==> src/rtl/lsu_pkg.sv <==
// Shared definitions for the load/store unit: funct3 access codes and
// the LSU state encoding, used by the decoder, the LSU and its bench.
package lsu_pkg;

    localparam logic [2:0] F3_B  = 3'b000;
    localparam logic [2:0] F3_H  = 3'b001;
    localparam logic [2:0] F3_W  = 3'b010;
    localparam logic [2:0] F3_BU = 3'b100;
    localparam logic [2:0] F3_HU = 3'b101;

    typedef enum logic [1:0] {
        ST_IDLE = 2'd0,
        ST_REQ  = 2'd1,
        ST_WAIT = 2'd2,
        ST_DONE = 2'd3
    } lsu_state_e;

endpackage

==> src/rtl/lsu_align.sv <==
// Combinational lane logic: store byte enables and replication, access
// fault detection, and load byte/halfword extraction with extension.
module lsu_align
    import lsu_pkg::*;
(
    input  logic        we,
    input  logic [2:0]  funct3,
    input  logic [1:0]  addr,
    input  logic [31:0] store_data,
    output logic [3:0]  be,
    output logic [31:0] wdata,
    output logic        fault,
    input  logic [2:0]  ld_funct3,
    input  logic [1:0]  ld_addr,
    input  logic [31:0] rdata,
    output logic [31:0] ld_data
);

    logic        illegal;
    logic        misaligned;
    logic [7:0]  lb;
    logic [15:0] lh;

    always_comb begin
        be         = 4'b0000;
        wdata      = '0;
        illegal    = 1'b0;
        misaligned = 1'b0;
        case (funct3)
            F3_B, F3_BU: begin
                be    = 4'b0001 << addr;
                wdata = {4{store_data[7:0]}};
            end
            F3_H, F3_HU: begin
                be         = 4'b0011 << {addr[1], 1'b0};
                wdata      = {2{store_data[15:0]}};
                misaligned = addr[0];
            end
            F3_W: begin
                be         = 4'b1111;
                wdata      = store_data;
                misaligned = |addr;
            end
            default: illegal = 1'b1;
        endcase
        // Unsigned variants have no meaning for stores
        if (we && (funct3 == F3_BU || funct3 == F3_HU))
            illegal = 1'b1;
        fault = illegal | misaligned;
    end

    always_comb begin
        lb = rdata[7:0];
        case (ld_addr)
            2'd0: lb = rdata[7:0];
            2'd1: lb = rdata[15:8];
            2'd2: lb = rdata[23:16];
            2'd3: lb = rdata[31:24];
            default: lb = rdata[7:0];
        endcase
        lh = ld_addr[1] ? rdata[31:16] : rdata[15:0];
        ld_data = rdata;
        case (ld_funct3)
            F3_B:    ld_data = {{24{lb[7]}}, lb};
            F3_BU:   ld_data = {24'b0, lb};
            F3_H:    ld_data = {{16{lh[15]}}, lh};
            F3_HU:   ld_data = {16'b0, lh};
            default: ld_data = rdata;
        endcase
    end

endmodule

==> src/rtl/lsu.sv <==
// Load/store unit: one bus transaction per load/store, registered bus
// outputs, core stall until completion, faults reported without bus use.
module lsu
    import lsu_pkg::*;
#(
    parameter int ADDR_W = 32,
    parameter int DATA_W = 32
) (
    input  logic              clk,
    input  logic              rst_n,
    input  logic              mem_en,
    input  logic              mem_we,
    input  logic [2:0]        funct3,
    input  logic [ADDR_W-1:0] alu_result,
    input  logic [DATA_W-1:0] store_data,
    output logic              stall,
    output logic              done,
    output logic              fault,
    output logic [DATA_W-1:0] load_data,
    output logic              bus_req,
    output logic [ADDR_W-1:0] bus_addr,
    output logic              bus_we,
    output logic [3:0]        bus_be,
    output logic [DATA_W-1:0] bus_wdata,
    input  logic              bus_gnt,
    input  logic              bus_rvalid,
    input  logic [DATA_W-1:0] bus_rdata
);

    lsu_state_e        state_q, state_d;
    logic [ADDR_W-1:0] addr_q, addr_d;
    logic [2:0]        f3_q, f3_d;
    logic              we_q, we_d;
    logic [3:0]        be_q, be_d;
    logic [DATA_W-1:0] wdata_q, wdata_d;
    logic              flt_q, flt_d;
    logic              done_q, done_d;
    logic              req_q, req_d;
    logic [DATA_W-1:0] ld_q, ld_d;

    logic [3:0]        a_be;
    logic [DATA_W-1:0] a_wdata;
    logic              a_fault;
    logic [DATA_W-1:0] a_ld;

    lsu_align u_align (
        .we         (mem_we),
        .funct3     (funct3),
        .addr       (alu_result[1:0]),
        .store_data (store_data),
        .be         (a_be),
        .wdata      (a_wdata),
        .fault      (a_fault),
        .ld_funct3  (f3_q),
        .ld_addr    (addr_q[1:0]),
        .rdata      (bus_rdata),
        .ld_data    (a_ld)
    );

    always_comb begin
        state_d = state_q;
        addr_d  = addr_q;
        f3_d    = f3_q;
        we_d    = we_q;
        be_d    = be_q;
        wdata_d = wdata_q;
        flt_d   = flt_q;
        req_d   = req_q;
        ld_d    = ld_q;
        done_d  = 1'b0;
        unique case (state_q)
            ST_IDLE: begin
                if (mem_en) begin
                    addr_d  = alu_result;
                    f3_d    = funct3;
                    we_d    = mem_we;
                    be_d    = a_be;
                    wdata_d = a_wdata;
                    flt_d   = a_fault;
                    if (a_fault) begin
                        state_d = ST_DONE;
                        done_d  = 1'b1;
                        ld_d    = '0;
                    end else begin
                        state_d = ST_REQ;
                        req_d   = 1'b1;
                    end
                end
            end
            ST_REQ: begin
                if (bus_gnt) begin
                    req_d = 1'b0;
                    if (we_q) begin
                        state_d = ST_DONE;
                        done_d  = 1'b1;
                    end else begin
                        state_d = ST_WAIT;
                    end
                end
            end
            ST_WAIT: begin
                if (bus_rvalid) begin
                    ld_d    = a_ld;
                    state_d = ST_DONE;
                    done_d  = 1'b1;
                end
            end
            ST_DONE: state_d = ST_IDLE;
            default: state_d = ST_IDLE;
        endcase
    end

    always_ff @(posedge clk or negedge rst_n) begin
        if (!rst_n) begin
            state_q <= ST_IDLE;
            addr_q  <= '0;
            f3_q    <= '0;
            we_q    <= 1'b0;
            be_q    <= '0;
            wdata_q <= '0;
            flt_q   <= 1'b0;
            done_q  <= 1'b0;
            req_q   <= 1'b0;
            ld_q    <= '0;
        end else begin
            state_q <= state_d;
            addr_q  <= addr_d;
            f3_q    <= f3_d;
            we_q    <= we_d;
            be_q    <= be_d;
            wdata_q <= wdata_d;
            flt_q   <= flt_d;
            done_q  <= done_d;
            req_q   <= req_d;
            ld_q    <= ld_d;
        end
    end

    assign stall     = mem_en & ~done_q;
    assign done      = done_q;
    assign fault     = done_q & flt_q;
    assign load_data = ld_q;
    assign bus_req   = req_q;
    assign bus_addr  = {addr_q[ADDR_W-1:2], 2'b00};
    assign bus_we    = we_q;
    assign bus_be    = be_q;
    assign bus_wdata = wdata_q;

endmodule

==> config.mk <==
export PLATFORM = sky130hd
export DESIGN_NAME = lsu
export DESIGN_NICKNAME = d
export VERILOG_FILES = /design/src/rtl/lsu_pkg.sv /design/src/rtl/lsu_align.sv /design/src/rtl/lsu.sv
export SDC_FILE = /design/constraint.sdc
export NUM_CORES = 1
export LEC_CHECK = 0
export ABC_AREA = 1
export CAP_MARGIN = 20
export CORE_ASPECT_RATIO = 2
export CORE_MARGIN = 8
export CORE_UTILIZATION = 48
export CTS_CLUSTER_SIZE = 14
export DETAILED_ROUTE_END_ITERATION = 8
export GPL_ROUTABILITY_DRIVEN = 0
export GPL_TIMING_DRIVEN = 0
export PLACE_DENSITY_LB_ADDON = 0.12
export SLEW_MARGIN = 5
export SYNTH_ARGS = -nofsm -noshare
export SYNTH_HDL_FRONTEND = slang
export SYNTH_SLANG_ARGS = --single-unit
==> constraint.sdc <==
create_clock -name clk -period 3.1 [get_ports clk]
set_clock_uncertainty 0.15 [all_clocks]
set_input_delay 0.465 -clock clk [delete_from_list [all_inputs] [get_ports clk]]
set_output_delay 0.465 -clock clk [all_outputs]
set_load 0.01 [all_outputs]
==> metrics <==
top layer in use=met4; Resized Gates After CTS=0; type of element capturing the critical path=output port; synth warn=0; Syn Area/Cell=7.634 µm²; routed metal-1 wire length=7.346 mm; number of failing setup endpoints in the final timing report=0; TritonCTS clock tree=built; sw frac=39.53%; Detailed Route Iter0 Violations=385; total number of clock tree sinks=109; Met2 Routed Length=8.371 mm; Worst Hold Endpoint=bus_wdata[29]; die extent in x=92.61 µm; final-report hold violation count=0; Static Leakage=4.085 nW; final core area utilization=71.03%; sequential group share of total power=31.3%; wire length on met3=1.320 mm; Synth area leaders=sky130_fd_sc_hd__dfrtp_1 (48%), sky130_fd_sc_hd__nand2_1 (22%), sky130_fd_sc_hd__buf_4 (5.2%); vias in the first global route=5505; total grt overflow=0; sequential element share of the synthesized area=48.41%; CTS max path bufs=2; reg-to-reg slack, setup=1.02 ns; cell internal power dissipation=4.585 mW; Die Footprint=15670 µm²; Detailed Route WL=17.59 mm; proportion of netlist area held by the largest area contributor=48.41%; Critical Path, Cell by Cell=clkdlybuf4s50_1 > inv_1 > nor2_1 > clkdlybuf4s50_1; setup repair after global routing missed its margin=false; Worst R2R End=load_data[24]; type of the worst setup path=in -> out; Initial Util=48.73%; most common cell after layout, fill and taps aside=sky130_fd_sc_hd__nand2_1; source-to-sink clock delay at the later pin of the worst-skew pair=0.34 ns; biggest fanout along the worst timing path=2; hold path cells=1; Placement Rows=56; area inside the core boundary=11560 µm²; Final ANT Viol Nets=0; net switching power figure=2.997 mW; vertical die dimension=169.2 µm; Area growth syn-to-layout=45.75%; # DRC=0; Clock transition at path regs=0.08 ns; pin count of the biggest net entering global routing=87; Max Slew Vio Count=0; netlist area before placement=5634 µm²; worst setup slack after placement=0.7820 ns; Buffers on Ports=206; Via-to-Cell Ratio=5.035; cell type with the highest aggregate area in the netlist=sky130_fd_sc_hd__dfrtp_1; worst r2r path cells=10; Storage cell area=2728 µm²; proportion of register bits with asynchronous set or reset after synthesis=100.0%; proportion of layout cells with a drive suffix above 1=8.930%; data arrival time of the critical path=1.65 ns; Primary FF master, synth=sky130_fd_sc_hd__dfrtp_1; slowest stage cell, crit path=sky130_fd_sc_hd__clkdlybuf4s50_1; worst ir drop on vdd=480.3 µV; antenna violations before repair=1; flops & latches, synth=109; EDFF count, synth=0; clock period minus worst slack=2.266 ns; deepest level of the CTS H-tree=3; most used cell along the critical path=sky130_fd_sc_hd__clkdlybuf4s50_1; status=completed; multi-input logic area=2327 µm²; Comb pwr share=53.7%; root buffer cell=sky130_fd_sc_hd__clkbuf_16; clock group share of total power=14.9%; count of distinct cell types in the synthesized netlist=29; data required time of the critical path=2.48 ns; beginning of the worst register-to-register path=state_q[0]; sum of negative setup slack=0 ns; Total Nets Final=1068; startpoint type of the worst setup path=input pin; slew of the pin with the lowest slew margin=0.5359 ns; routed vias=5584; power per unit of standard cell area=923.3 nW/µm²; headroom to the max-slew limit=64.27%; I/O pin cnt=210; slack of the critical path=0.8344 ns; DPL Wire Length=13.55 mm; wire length of the first global-routing pass=27.80 mm; Filler Cells Inserted=959; crit share post-route=73.08%; number of buffers inserted during clock tree synthesis=9; class of the worst hold path=reg -> reg; GR Util All Layers=22.11%; max-cap violations=0; leading cell types in the layout, fill and taps excluded=sky130_fd_sc_hd__nand2_1 (323), sky130_fd_sc_hd__clkdlybuf4s50_1 (205), sky130_fd_sc_hd__dfrtp_1 (109), sky130_fd_sc_hd__o21ai_0 (55), sky130_fd_sc_hd__a21oi_1 (44); fmax=441.4 MHz; WHS=0.3276 ns; hold path startpoint=bus_wdata[29]; synthesized instance count=738; DRT Pass-1 Iters=6; Avg WL per Cell=15.86 µm; maximum single-stage delay on the critical path=0.55 ns
sequential cells by signal, indices dropped and copies added (netlist names):
| name | count |
|---|---|
| bus_wdata | 32 |
| bus_we | 1 |
| f3_q | 3 |
| done | 1 |
| bus_req | 1 |
| addr_q | 32 |
| bus_be | 4 |
| flt_q | 1 |
| state_q | 2 |
| load_data | 32 |
final cells by class:
type	instances	share of cell area (%)
flip-flops and latches	109	33.22
multi-input cells	524	28.34
repair buffers	208	25.58
plain buffers	70	5.424
clock buffers	10	2.910
well taps	145	2.209
inverters	36	1.676
clock inverters	6	0.6095
diodes	1	0.03047
layer usage:
metal	vias to the layer above	track usage, %
met2	237	35.14
met4	0	9.887
met5	-	0
met3	33	6.247
met1	2568	27.18
li1	2746	-
worst max-delay path: cells and delay by family:
kind	cells	cell delay (ns)
buffers and inverters	3	1.09
AND/OR/NAND/NOR	1	0.10
power by group through the flow:
stage	logic [mW]	clock network [mW]	registers, mW
after CTS	4.09	1.16	2.37
after floorplan	2.07	0	2.51
final	4.07	1.13	2.38
after global routing	4.47	1.21	2.44
after global placement	3.97	0	2.37
after detailed placement	4.06	0	2.39
cell usage after synthesis, types with 4 or more instances:
library cell and n:
sky130_fd_sc_hd__nor2_1 37, sky130_fd_sc_hd__o21ai_0 55, sky130_fd_sc_hd__ha_1 5, sky130_fd_sc_hd__dfrtp_1 109
sky130_fd_sc_hd__a21o_1 8, sky130_fd_sc_hd__nand2_1 323, sky130_fd_sc_hd__a22o_1 8, sky130_fd_sc_hd__buf_2 11
sky130_fd_sc_hd__inv_2 4, sky130_fd_sc_hd__inv_1 31, sky130_fd_sc_hd__clkbuf_1 14, sky130_fd_sc_hd__a21oi_1 44
sky130_fd_sc_hd__nand3_1 17, sky130_fd_sc_hd__buf_4 39, sky130_fd_sc_hd__a31oi_1 10
per-stage QoR:
stage	power (mW)	std cells	area [µm²]
6_report	7.582	1109	8212
5_1_grt	8.128	1109	8212
2_1_floorplan	4.575	739	5638
4_1_cts	7.625	1108	8209
3_3_place_gp	6.340	1090	7881
3_5_place_dp	6.455	1091	7910
worst max-delay path by stage:
stage / start / endpoint / slack [ns] / cells after the start
floorplan: state_q[0] / load_data[27] / 1.46 / 10
global placement: rst_n / addr_q[29] / -2.82 / 1
detailed placement: funct3[0] / load_data[24] / 0.78 / 12
CTS: mem_en / stall / 0.84 / 4
global route: mem_en / stall / 0.80 / 4
finish: mem_en / stall / 0.83 / 4
kinds of logic after synthesis:
family | after synthesis | synth area share, %
DFF | 109 | 48.41
buffers and inverters | 106 | 10.35
AOI/OAI and AO/OA | 128 | 12.61
adders and majority gates | 5 | 1.110
other | 1 | 0.06656
and+or+nand+nor | 389 | 27.45
repair_timing:
| action | CTS | global route |
|---|---|---|
| buffers inserted | 0 | 0 |
| hold endpoints to repair | 23 | 0 |
| hold buffers | 1 | 0 |
Note: power is estimated with default switching activity, not from simulation.
